## src/rtl/fpu_thread_scheduler_if.sv

```systemverilog
// Handshake bundle between the two-thread issue stage and the shared FPU scheduler.
interface fpu_thread_scheduler_if;
  logic       req0;
  logic       req1;
  logic       hold0;
  logic       hold1;
  logic       fpu_busy;
  logic       gnt0;
  logic       gnt1;
  logic       dt;
  logic       stall0;
  logic       stall1;
  logic       e1v;
  logic       e2v;
  logic       e3v;
  logic       wv;
  logic       e1t;
  logic       e2t;
  logic       e3t;
  logic       wt;
  logic [2:0] cnt0;
  logic [2:0] cnt1;

  modport master (
    output req0, req1, hold0, hold1, fpu_busy,
    input  gnt0, gnt1, dt, stall0, stall1,
    input  e1v, e2v, e3v, wv, e1t, e2t, e3t, wt, cnt0, cnt1
  );

  modport slave (
    input  req0, req1, hold0, hold1, fpu_busy,
    output gnt0, gnt1, dt, stall0, stall1,
    output e1v, e2v, e3v, wv, e1t, e2t, e3t, wt, cnt0, cnt1
  );
endinterface

```

## src/rtl/fpu_thread_scheduler.sv

```systemverilog
// Round-robin issue arbiter with burst limit for the shared FPU pipeline,
// plus per-stage owner tags so writeback/forwarding reach the right thread.
module fpu_thread_scheduler #(
  parameter int BURST = 1
) (
  input logic                  clk,
  input logic                  rst,
  fpu_thread_scheduler_if.slave bus
);

  localparam logic [2:0] BURST_C = 3'(BURST);

  logic       el0_s;
  logic       el1_s;
  logic       gnt0_s;
  logic       gnt1_s;
  logic       any_gnt_s;
  logic       g_s;
  logic [2:0] cnt0_s;
  logic [2:0] cnt1_s;

  logic       lp_r;
  logic [2:0] bc_r;
  logic       dt_r;
  logic       e1v_r, e2v_r, e3v_r, wv_r;
  logic       e1t_r, e2t_r, e3t_r, wt_r;

  // Eligibility and grant selection; with no grant g_s keeps the last issued thread.
  always_comb begin
    el0_s  = bus.req0 & ~bus.hold0;
    el1_s  = bus.req1 & ~bus.hold1;
    gnt0_s = 1'b0;
    gnt1_s = 1'b0;
    g_s    = dt_r;
    if (bus.fpu_busy) begin
      g_s = dt_r;
    end else if (el0_s && el1_s) begin
      if (bc_r < BURST_C) begin
        g_s = lp_r;
      end else begin
        g_s = ~lp_r;
      end
      gnt0_s = ~g_s;
      gnt1_s = g_s;
    end else if (el0_s) begin
      g_s    = 1'b0;
      gnt0_s = 1'b1;
    end else if (el1_s) begin
      g_s    = 1'b1;
      gnt1_s = 1'b1;
    end else begin
      g_s = dt_r;
    end
    any_gnt_s = gnt0_s | gnt1_s;
  end

  // Burst bookkeeping: reset leaves thread 1 saturated so thread 0 wins first contest.
  always_ff @(posedge clk or posedge rst) begin
    if (rst) begin
      lp_r <= 1'b1;
      bc_r <= BURST_C;
      dt_r <= 1'b0;
    end else if (any_gnt_s) begin
      dt_r <= g_s;
      if (g_s == lp_r) begin
        if (bc_r < BURST_C) begin
          bc_r <= bc_r + 3'd1;
        end else begin
          bc_r <= BURST_C;
        end
      end else begin
        lp_r <= g_s;
        bc_r <= 3'd1;
      end
    end
  end

  // Owner-tag shift register; frozen while div/sqrt iterates, invalid slots carry tag 0.
  always_ff @(posedge clk or posedge rst) begin
    if (rst) begin
      e1v_r <= 1'b0;
      e2v_r <= 1'b0;
      e3v_r <= 1'b0;
      wv_r  <= 1'b0;
      e1t_r <= 1'b0;
      e2t_r <= 1'b0;
      e3t_r <= 1'b0;
      wt_r  <= 1'b0;
    end else if (!bus.fpu_busy) begin
      e1v_r <= any_gnt_s;
      e1t_r <= any_gnt_s & g_s;
      e2v_r <= e1v_r;
      e2t_r <= e1v_r & e1t_r;
      e3v_r <= e2v_r;
      e3t_r <= e2v_r & e2t_r;
      wv_r  <= e3v_r;
      wt_r  <= e3v_r & e3t_r;
    end
  end

  // Per-thread occupancy of E1..WB.
  always_comb begin
    cnt0_s = {2'b00, e1v_r & ~e1t_r} + {2'b00, e2v_r & ~e2t_r}
           + {2'b00, e3v_r & ~e3t_r} + {2'b00, wv_r & ~wt_r};
    cnt1_s = {2'b00, e1v_r & e1t_r} + {2'b00, e2v_r & e2t_r}
           + {2'b00, e3v_r & e3t_r} + {2'b00, wv_r & wt_r};
  end

  assign bus.gnt0   = gnt0_s;
  assign bus.gnt1   = gnt1_s;
  assign bus.dt     = g_s;
  assign bus.stall0 = el0_s & ~gnt0_s;
  assign bus.stall1 = el1_s & ~gnt1_s;
  assign bus.e1v    = e1v_r;
  assign bus.e2v    = e2v_r;
  assign bus.e3v    = e3v_r;
  assign bus.wv     = wv_r;
  assign bus.e1t    = e1t_r;
  assign bus.e2t    = e2t_r;
  assign bus.e3t    = e3t_r;
  assign bus.wt     = wt_r;
  assign bus.cnt0   = cnt0_s;
  assign bus.cnt1   = cnt1_s;

endmodule
```

## src/flat_wrapper.sv

```systemverilog
// flat-port wrapper written by rule: the top's interface ports become plain ports
module fpu_thread_scheduler_flat 
#(
  parameter int BURST = 1
)
  (clk, rst, bus_req0, bus_req1, bus_hold0, bus_hold1, bus_fpu_busy, bus_gnt0, bus_gnt1, bus_dt, bus_stall0, bus_stall1, bus_e1v, bus_e2v, bus_e3v, bus_wv, bus_e1t, bus_e2t, bus_e3t, bus_wt, bus_cnt0, bus_cnt1);
  fpu_thread_scheduler_if bus_i ();
  input logic clk;
  input logic rst;
  input wire logic [$bits(bus_i.req0)-1:0] bus_req0;
  input wire logic [$bits(bus_i.req1)-1:0] bus_req1;
  input wire logic [$bits(bus_i.hold0)-1:0] bus_hold0;
  input wire logic [$bits(bus_i.hold1)-1:0] bus_hold1;
  input wire logic [$bits(bus_i.fpu_busy)-1:0] bus_fpu_busy;
  output wire logic [$bits(bus_i.gnt0)-1:0] bus_gnt0;
  output wire logic [$bits(bus_i.gnt1)-1:0] bus_gnt1;
  output wire logic [$bits(bus_i.dt)-1:0] bus_dt;
  output wire logic [$bits(bus_i.stall0)-1:0] bus_stall0;
  output wire logic [$bits(bus_i.stall1)-1:0] bus_stall1;
  output wire logic [$bits(bus_i.e1v)-1:0] bus_e1v;
  output wire logic [$bits(bus_i.e2v)-1:0] bus_e2v;
  output wire logic [$bits(bus_i.e3v)-1:0] bus_e3v;
  output wire logic [$bits(bus_i.wv)-1:0] bus_wv;
  output wire logic [$bits(bus_i.e1t)-1:0] bus_e1t;
  output wire logic [$bits(bus_i.e2t)-1:0] bus_e2t;
  output wire logic [$bits(bus_i.e3t)-1:0] bus_e3t;
  output wire logic [$bits(bus_i.wt)-1:0] bus_wt;
  output wire logic [$bits(bus_i.cnt0)-1:0] bus_cnt0;
  output wire logic [$bits(bus_i.cnt1)-1:0] bus_cnt1;
  assign bus_i.req0 = bus_req0;
  assign bus_i.req1 = bus_req1;
  assign bus_i.hold0 = bus_hold0;
  assign bus_i.hold1 = bus_hold1;
  assign bus_i.fpu_busy = bus_fpu_busy;
  assign bus_gnt0 = bus_i.gnt0;
  assign bus_gnt1 = bus_i.gnt1;
  assign bus_dt = bus_i.dt;
  assign bus_stall0 = bus_i.stall0;
  assign bus_stall1 = bus_i.stall1;
  assign bus_e1v = bus_i.e1v;
  assign bus_e2v = bus_i.e2v;
  assign bus_e3v = bus_i.e3v;
  assign bus_wv = bus_i.wv;
  assign bus_e1t = bus_i.e1t;
  assign bus_e2t = bus_i.e2t;
  assign bus_e3t = bus_i.e3t;
  assign bus_wt = bus_i.wt;
  assign bus_cnt0 = bus_i.cnt0;
  assign bus_cnt1 = bus_i.cnt1;
  fpu_thread_scheduler #(.BURST(BURST)) u_core (.clk(clk), .rst(rst), .bus(bus_i));
endmodule
```

## config.mk

```make
export PLATFORM = sky130hd
export DESIGN_NAME = fpu_thread_scheduler_flat
export DESIGN_NICKNAME = d
export VERILOG_FILES = /design/src/rtl/fpu_thread_scheduler_if.sv /design/src/rtl/fpu_thread_scheduler.sv /design/src/flat_wrapper.sv
export SDC_FILE = /design/constraint.sdc
export NUM_CORES = 1
export LEC_CHECK = 0
export BUFFER_PORTS_ARGS = -buffer_cell sky130_fd_sc_hd__buf_4
export CORE_MARGIN = 5
export CORE_UTILIZATION = 51
export CTS_CLUSTER_DIAMETER = 100
export CTS_CLUSTER_SIZE = 25
export DETAILED_ROUTE_END_ITERATION = 10
export PLACE_DENSITY = 0.81
export SLEW_MARGIN = 20
export SYNTH_ARGS = -nofsm -noshare
export SYNTH_HDL_FRONTEND = slang
export SYNTH_SLANG_ARGS = --single-unit
```

## constraint.sdc

```tcl
create_clock -name clk -period 5.6 [get_ports clk]
set_input_delay 1.68 -clock clk [delete_from_list [all_inputs] [get_ports clk]]
set_output_delay 1.68 -clock clk [all_outputs]
set_load 0.05 [all_outputs]
```

# Word-level counts from Yosys, hierarchy flattened
# Index checks and enable logic that the tools add are counted.
# word_totals
register_bits,13
wordCells,63
in_bits,7
# classes
bitwise,25
n_reduce_logical,2
muxes,16
n_eq_ne,1
order_cmp,1
add_sub_neg,7
# op_table
cell,n
1-bit two-way mux,14
1-bit bitwise AND,13
3-bit by 1-bit adder with 3-bit output,4
1-bit inverter,11
3-bit two-way mux,2
1-bit by 1-bit adder with 2-bit output,2
3-bit by 1-bit adder with 3-bit output (second input constant),1
3-bit by 1-bit < comparator with 1-bit output (second input constant),1
2-bit AND reduction,1
1-bit == test,1
1-bit logical AND,1
1-bit bitwise OR,1

# Logic depth before layout (Yosys ltp)
# Gate-level depths: netlist of the first run.
# logic_depth
ltp_word,10
mapped_depth,4
mapped_depth_nobuf,4

# Worst setup path before layout of the first run
# Ideal clock, no wire load.
# synth_path
path_kind,in2out
from,input bus_hold0
to,output bus_dt
path_buffers,0
arrival_ns,3.213
setup_slack_ns,0.707
path_stages,3
cell_sequence,nand2b_1 > a311oi_2 > nor2_1
# synth_via
elab_chain_cells,5
word_cells_on_any_way,6
classes_between,mux: 3; bitwise: 2; reduce/logical: 1
# synth_rtl
element,line,rtl
start: declaration,flat_wrapper.sv:12,input wire logic [$bits(bus_i.hold0)-1:0] bus_hold0;
1-bit inverter (*),fpu_thread_scheduler.sv:30,el0_s = bus.req0 & ~bus.hold0;
1-bit bitwise AND (*),fpu_thread_scheduler.sv:30,
1-bit two-way mux or 1-bit logical AND (tied branches),"fpu_thread_scheduler.sv:45, fpu_thread_scheduler.sv:37",
1-bit two-way mux (*),fpu_thread_scheduler.sv:37,end else if (el0_s && el1_s) begin
1-bit two-way mux (*),fpu_thread_scheduler.sv:35,if (bus.fpu_busy) begin
end: declaration,flat_wrapper.sv:17,output wire logic [$bits(bus_i.dt)-1:0] bus_dt;
# Mark *: on every way between the ends. The rest lies on a longest branch, timed or not.

# Worst setup path after layout of the first run
# Ends and elaborated chain as after synthesis.

==> flow_summary.json, run 1 <==
{
  "cp_num_buf_inv": 2,
  "design_power_total_uw": 343,
  "detail_route.iter0.violations": 8,
  "seq_area_frac_synth": 0.431,
  "synthDominantCellAreaShare": 0.362,
  "cts_repair_resize_count": 0,
  "postSynthCellCount": 67,
  "internal_power_uw": 186,
  "post_synth_main_area_contributors": "sky130_fd_sc_hd__dfrtp_1, sky130_fd_sc_hd__mux2_2, sky130_fd_sc_hd__ha_1",
  "starting_density_of_the_core": 0.523,
  "timing.critical_path.slowest_cell_delay_ps": 350,
  "worst-path-max-fanout": 6,
  "wirelength_met1_um": 577,
  "worst_setup_path_start_kind": "primary input",
  "cts.hold.buffers_added": 0,
  "ioPinCount": 26,
  "leading_cell_type_in_the_layout_fill_and_taps_excluded": "sky130_fd_sc_hd__buf_4",
  "finalWeightedCongestion": 0.750,
  "wl_met2_um": 791,
  "via_count_of_the_first_global_routing_pass": 594,
  "worst-slew-pin-transition_ps": 512,
  "n_fill_cell": 136,
  "timing_hold_violations_final": 0,
  "ys_types": 27,
  "ctsRootBufferMaster": "sky130_fd_sc_hd__clkbuf_4",
  "cts_tree": "yes",
  "postLayoutCoreUtil": 0.682,
  "clk_pin_slew_ps": 70,
  "post_drt_via_cell_ratio": 5.50,
  "number_of_placement_rows": 14,
  "worstSetupEndpointType": "output pin",
  "grt_setup_unrepaired": "no",
  "setup.worst_path.class": "in -> out",
  "critical_path_arrival_ps": 2640,
  "grt_start_max_net_pins": 14,
  "postCtsSetupRepairBufs": 0,
  "overflow": 0,
  "outcome": "complete, no violations",
  "route.vias.total": 611,
  "setup_viol": 0,
  "coreArea_um2": 1450,
  "drt_wl_total_um": 1530,
  "static-leakage-power_nw": 0.479,
  "buffer_ports.inserted": 25,
  "final.hold.worst_slack_ps": 518,
  "grtUsageTotal": 0.146,
  "layout-drive-gt1-share": 0.411,
  "level_count_of_the_clock_h_tree": 1,
  "ir_drop_mv": 0.165,
  "cts.sink_count": 13,
  "power.share.sequential": 0.333,
  "grt_antenna_before_repair": 0,
  "postLayoutCellArea_um2": 991,
  "yosys_warnings": 0,
  "top_layer_used": "met4",
  "worst_hold_path_type": "reg -> reg",
  "multi_input_comb_area_um2": 422,
  "power.net_switching_uw": 157,
  "fin_crit_ps": 4320,
  "postRouteAntennaNets": 0,
  "hpwl_after_dpl_um": 1280,
  "synthesis.area_um2": 761,
  "numCtsBuffers": 3,
  "fin_setup_tns_ps": 0,
  "global_route_wire_length_before_repair_um": 2700,
  "crit_path_top_delay_cell": "sky130_fd_sc_hd__a311oi_2",
  "most-common-layout-cells": "sky130_fd_sc_hd__buf_4, sky130_fd_sc_hd__dfrtp_1, sky130_fd_sc_hd__mux2_2",
  "die_area_um2": 2360,
  "timing.critical_path.max_delay_family": "compound AO/OA/AOI/OAI gates",
  "drt_pass1_iterations": 2,
  "routed_wire_length_per_instance_um": 13.8,
  "cap_violations": 0,
  "area_delta_synth_final_pct": 30.3,
  "yosys.area.top_type": "sky130_fd_sc_hd__dfrtp_1",
  "p_per_area_nw_per_um2": 346,
  "power.switching_fraction": 0.457,
  "met3_length_um": 133,
  "antenna-diode-count": 0,
  "fp.dieW_um": 48.6,
  "final_max_slew_viol_count": 0,
  "power.share.clock": 0.166,
  "final_nets": 110,
  "synth.avg_cell_area_um2": 11.4,
  "clk_path_buf_depth": 2,
  "crit_required_ps": 3920,
  "postSynthNetCount": 81,
  "clock_insertion_delay_worst_skew_ps": 270,
  "ff_latch_area_um2": 328,
  "crit_top_cell": "sky130_fd_sc_hd__buf_4",
  "fp.dieH_um": 48.6,
  "detailed_place.area_um2": 965,
  "final.period_utilization": 0.771,
  "worst_slew_margin_rel": 0.656,
  "yosys_register_bits": 13,
  "drc": 0,
  "fmax_ghz": 0.232,
  "combinationalPowerShare": 0.500,
  "clock_tree_skew_after_final_layout_ps": 4.74,
  "crit_path_cell_trace": "buf_4, nand2b_1, a311oi_2, nor2_1, buf_4"
}
-- layout make-up --
type / instances / area share
clock buffers: 4 / 0.0265
inverters: 2 / 0.00758
multi-input cells: 51 / 0.426
flip-flops and latches: 13 / 0.331
well taps: 16 / 0.0202
repair buffers: 25 / 0.189
-- Yosys cell counts --
cell type                  instances
sky130_fd_sc_hd__nor3_1            1
sky130_fd_sc_hd__a311oi_2          1
sky130_fd_sc_hd__or4_4             1
sky130_fd_sc_hd__a21oi_1           2
sky130_fd_sc_hd__a21o_1            1
sky130_fd_sc_hd__mux2_2            6
sky130_fd_sc_hd__nand2b_1          3
sky130_fd_sc_hd__o22ai_1           1
sky130_fd_sc_hd__and2_1            4
sky130_fd_sc_hd__inv_1             2
sky130_fd_sc_hd__a22o_1            2
sky130_fd_sc_hd__dfstp_2           2
sky130_fd_sc_hd__nor2_1            4
sky130_fd_sc_hd__a211oi_1          2
sky130_fd_sc_hd__dfrtp_1          11
sky130_fd_sc_hd__or3b_2            1
sky130_fd_sc_hd__fa_1              2
sky130_fd_sc_hd__nor3b_1           1
sky130_fd_sc_hd__or3_1             1
sky130_fd_sc_hd__nand3_1           2
sky130_fd_sc_hd__nand2_1           1
sky130_fd_sc_hd__o21a_1            2
sky130_fd_sc_hd__nor2b_1           5
sky130_fd_sc_hd__ha_1              5
sky130_fd_sc_hd__buf_1             1
sky130_fd_sc_hd__nand3b_1          1
sky130_fd_sc_hd__o31ai_1           2
-- sequential cells by signal, summed over array words and instances, names as in the netlist --
register / count
u_core.bus.wt: 1
u_core.bus.e2t: 1
u_core.dt_r: 1
u_core.bus.e1t: 1
u_core.bc_r: 3
u_core.bus.e1v: 1
u_core.lp_r: 1
u_core.bus.e3v: 1
u_core.bus.e2v: 1
u_core.bus.wv: 1
u_core.bus.e3t: 1
-- layer usage --
layer / track usage / vias to the layer above
met1: 0.157 / 289
met5: 0 / -
met3: 0.0644 / 3
met2: 0.243 / 22
li1: - / 297
met4: 0.0673 / 0
-- power groups by stage --
stage	combinational, mW	clock (mW)	sequential (mW)
2_1_floorplan	0.107	0	0.141
3_3_place_gp	0.170	0	0.117
3_5_place_dp	0.174	0	0.116
4_1_cts	0.175	0.0582	0.115
5_1_grt	0.183	0.0646	0.117
6_report	0.172	0.0571	0.114
-- cell families (layout without fill, tap and decap cells) --
group | Yosys count | count (layout) | synth area share
AND/OR/NAND/NOR | 25 | 25 | 0.197
flip-flops | 13 | 13 | 0.431
multiplexers | 6 | 6 | 0.0888
AO/OA/AOI/OAI | 13 | 13 | 0.133
buffers and inverters | 3 | 31 | 0.0148
adder cells (fa/ha/maj) | 7 | 7 | 0.135
-- worst reg2reg max path: stages, from the launching register on --
cell,delay (ps)
sky130_fd_sc_hd__dfrtp_1,410
sky130_fd_sc_hd__or4_4,540
sky130_fd_sc_hd__a311oi_2,360
sky130_fd_sc_hd__nor2_1,70
-- path summary, 6_finish.rpt --
check / from / endpoint / cells past startpoint / slack, ps
worst max-delay path: bus_hold0 / bus_dt / 5 / 1280
worst min-delay path: u_core.dt_r / u_core.dt_r / 2 / 520
worst max register to register: u_core.bc_r[2] / u_core.dt_r / 3 / 4100
worst min register to register: u_core.dt_r / u_core.dt_r / 2 / 520
max in group asynchronous: rst / u_core.lp_r / 2 / 3830
min in group asynchronous: rst / u_core.bus.e1t / 2 / 1420
-- per-stage QoR --
stage / worst slack, ps / instances
2_1_floorplan: 707 / 67
3_3_place_gp: 1330 / 107
3_5_place_dp: 1300 / 107
4_1_cts: 1300 / 111
5_1_grt: 1220 / 111
6_report: 1280 / 111
Note: power is estimated with default switching activity, not from simulation.
==> run 2: changes to the inputs <==
--- a/config.mk
+++ b/config.mk
@@ -5,13 +5,14 @@
 export SDC_FILE = /design/constraint.sdc
 export NUM_CORES = 1
 export LEC_CHECK = 0
+export ABC_AREA = 1
 export BUFFER_PORTS_ARGS = -buffer_cell sky130_fd_sc_hd__buf_4
 export CORE_MARGIN = 5
-export CORE_UTILIZATION = 51
+export CORE_UTILIZATION = 44
 export CTS_CLUSTER_DIAMETER = 100
 export CTS_CLUSTER_SIZE = 25
 export DETAILED_ROUTE_END_ITERATION = 10
-export PLACE_DENSITY = 0.81
+export PLACE_DENSITY = 0.73
 export SLEW_MARGIN = 20
 export SYNTH_ARGS = -nofsm -noshare
 export SYNTH_HDL_FRONTEND = slang
==> constraint.sdc (replaced) <==
create_clock -name clk -period 3.8 [get_ports clk]
set_input_delay 1.14 -clock clk [delete_from_list [all_inputs] [get_ports clk]]
set_output_delay 1.14 -clock clk [all_outputs]
set_load 0.05 [all_outputs]
==> run 2 against run 1 <==
Against the previous run: via count up 12%; flip-flop and latch count unchanged; sequential share of layout area down 1.5 points; power up 28%; critical path depth up 6; sequential power up 43%; first-iteration DRC count down 38%; register-to-register slack worse by 1500 ps; routed wire length up 4.3%; clock skew down 1.7 ps; cell count up 36%.
==> flow_summary.json, run 2 <==
{
  "buffer_ports.inserted": 25,
  "synth_top_cells_by_count": "sky130_fd_sc_hd__nand2_1, sky130_fd_sc_hd__inv_1, sky130_fd_sc_hd__dfrtp_1",
  "clk_path_buf_depth": 2,
  "post_drt_via_cell_ratio": 4.55,
  "seq_area_frac_synth": 0.406,
  "grtUsageTotal": 0.135,
  "timing_hold_violations_final": 0,
  "largest_register_ff_count": 3,
  "p_per_area_nw_per_um2": 424,
  "ioPinCount": 26,
  "die_area_um2": 2790,
  "timing.critical_path.max_delay_family": "simple AND/OR/NAND/NOR gates",
  "setup_viol": 0,
  "clock_insertion_delay_worst_skew_ps": 280,
  "numCtsBuffers": 3,
  "worstSetupEndpointType": "output pin",
  "crit_required_ps": 2660,
  "overflow": 0,
  "yosys_warnings": 0,
  "synth_edf_count": 0,
  "postLayoutCellArea_um2": 1040,
  "final.hold.worst_slack_ps": 521,
  "cts_repair_resize_count": 0,
  "asyncSetResetFlopFracSynth": 1.00,
  "outcome": "complete, no violations",
  "rr_startpoint": "u_core.bc_r[0]",
  "worst-slew-pin-transition_ps": 499,
  "yosys_register_bits": 13,
  "cp_num_buf_inv": 4,
  "ctsRootBufferMaster": "sky130_fd_sc_hd__clkbuf_4",
  "drt_wl_total_um": 1590,
  "synth_ff_type": "sky130_fd_sc_hd__dfrtp_1",
  "detail_route.iter0.violations": 5,
  "clk_pin_slew_ps": 80,
  "wl_met2_um": 831,
  "drc": 0,
  "postRouteAntennaNets": 0,
  "coreArea_um2": 1730,
  "ys_types": 18,
  "number_of_placement_rows": 15,
  "grt_antenna_before_repair": 0,
  "fin_crit_ps": 3300,
  "fin_setup_tns_ps": 0,
  "final.period_utilization": 0.868,
  "antenna-diode-count": 0,
  "area_delta_synth_final_pct": 28.7,
  "setup.worst_path.class": "in -> out",
  "leading_cell_type_in_the_layout_fill_and_taps_excluded": "sky130_fd_sc_hd__buf_4",
  "ir_drop_mv": 0.248,
  "level_count_of_the_clock_h_tree": 1,
  "crit_path_top_delay_cell": "sky130_fd_sc_hd__buf_4",
  "global_route_wire_length_before_repair_um": 2690,
  "path_depth_of_the_worst_reg2reg_path": 9,
  "via_count_of_the_first_global_routing_pass": 683,
  "postCtsSetupRepairBufs": 0,
  "final_nets": 141,
  "postSynthNetCount": 113,
  "fp.dieH_um": 52.8,
  "detailed_place.area_um2": 1010,
  "static-leakage-power_nw": 0.623,
  "fp.dieW_um": 52.8,
  "critical_path.reg2reg.endpoint": "u_core.bc_r[1]",
  "worst_slew_margin_rel": 0.667,
  "yosys.area.top_type": "sky130_fd_sc_hd__dfrtp_1",
  "wirelength_met1_um": 648,
  "clock_tree_skew_after_final_layout_ps": 3.07,
  "critical_path_arrival_ps": 2160,
  "cts.sink_count": 13,
  "layout-drive-gt1-share": 0.341,
  "met3_length_um": 99,
  "yosys.cell_count.top_type": "sky130_fd_sc_hd__nand2_1",
  "final_max_slew_viol_count": 0,
  "route.vias.total": 687,
  "hp-start": "u_core.bc_r[2]",
  "hpwl_after_dpl_um": 1330,
  "cap_violations": 0,
  "postSynthCellCount": 99,
  "cts_tree": "yes",
  "grt_start_max_net_pins": 18,
  "fmax_ghz": 0.303,
  "min_delay_path_depth": 2,
  "post_synth_main_area_contributors": "sky130_fd_sc_hd__dfrtp_1, sky130_fd_sc_hd__nand2_1, sky130_fd_sc_hd__inv_1",
  "synthDominantCellAreaShare": 0.341,
  "regMostFlops": "u_core.bc_r",
  "min_to": "u_core.bc_r[2]",
  "worst-path-max-fanout": 4,
  "most-common-layout-cells": "sky130_fd_sc_hd__buf_4, sky130_fd_sc_hd__nand2_1, sky130_fd_sc_hd__inv_1",
  "cts.hold.buffers_added": 0,
  "worst_setup_path_start_kind": "primary input",
  "synthesis.area_um2": 807,
  "top_layer_used": "met4",
  "drt_pass1_iterations": 2,
  "rrSetupSlack_ps": 2550,
  "routed_wire_length_per_instance_um": 10.6,
  "synth.avg_cell_area_um2": 8.15,
  "starting_density_of_the_core": 0.467,
  "crit_path_cell_trace": "buf_4, inv_1, nand2_4, nor2_1, nand3_1, nand2_2, nand2_4, nand2_1, inv_1, nor2_1, buf_4",
  "finalWeightedCongestion": 0.862,
  "worst_hold_path_type": "reg -> reg",
  "grt_setup_unrepaired": "no",
  "timing.critical_path.slowest_cell_delay_ps": 200
}
run 2: cell types whose count changed in the layout (fill, tap and decap cells not counted), sizes merged, moves of 2 or more:
cell / delta
a211oi: -2
a22o: -2
and2: -4
inv: +20
mux2: -6
nand2: +26
nand2b: -3
nand3: +4
nor2: +8
nor2b: -5
o21a: -2
o21ai: +9
o31ai: -2
run 2: area by class of cell:
class | instances | area [µm²]
fill | 179 | 688
multi-input combinational | 62 | 379
sequential | 13 | 328
timing repair buffer | 25 | 188
inverter | 22 | 85.1
tap | 25 | 31.3
clock buffer | 3 | 22.5
clock inverter | 1 | 5.00
run 2: worst max path at each step:
| stage | from | end | slack [ps] | depth (start not counted) |
|---|---|---|---|---|
| after floorplan | bus_hold1 | bus_stall0 | 70 | 9 |
| after global routing | bus_hold1 | bus_stall0 | 360 | 11 |
| after global placement | bus_hold1 | bus_stall0 | 540 | 11 |
| final | bus_hold1 | bus_stall0 | 500 | 11 |
| after CTS | bus_hold1 | bus_stall0 | 500 | 11 |
| after detailed placement | bus_hold1 | bus_stall0 | 500 | 11 |
run 2: tightest hold or removal path, cell delays in order (launching register included):
cell and delay, ps:
sky130_fd_sc_hd__dfrtp_1 370, sky130_fd_sc_hd__nand2_1 60, sky130_fd_sc_hd__nand2_1 60
run 2: cells by family (layout without fill, tap and decap cells):
group           after synthesis  after routing  synth area share
buf+inv                      24             51             0.124
simple gates                 45             45             0.262
flops                        13             13             0.406
fa+ha+maj                     7              7             0.127
compound gates               10             10            0.0806
run 2: where the power goes:
group / leakage [nW] / switching [mW] / internal (mW)
sequential: 0.165 / 0.0107 / 0.152
combinational: 0.440 / 0.135 / 0.0550
clock: 0.0177 / 0.0478 / 0.0391
run 2: per-stage QoR:
step	instances	worst slack, ps	util	power [mW]
after floorplan	99	71.3	-	0.312
after global placement	147	540	0.586	0.357
after detailed placement	147	503	0.586	0.359
after CTS	151	496	0.601	0.449
after global routing	151	359	0.601	0.470
final	151	503	0.601	0.440
run 2: per-layer routing:
metal / global-route usage / vias to the layer above
met5: 0 / -
met4: 0.0638 / 0
met3: 0.0541 / 2
met2: 0.250 / 14
met1: 0.128 / 319
li1: - / 352
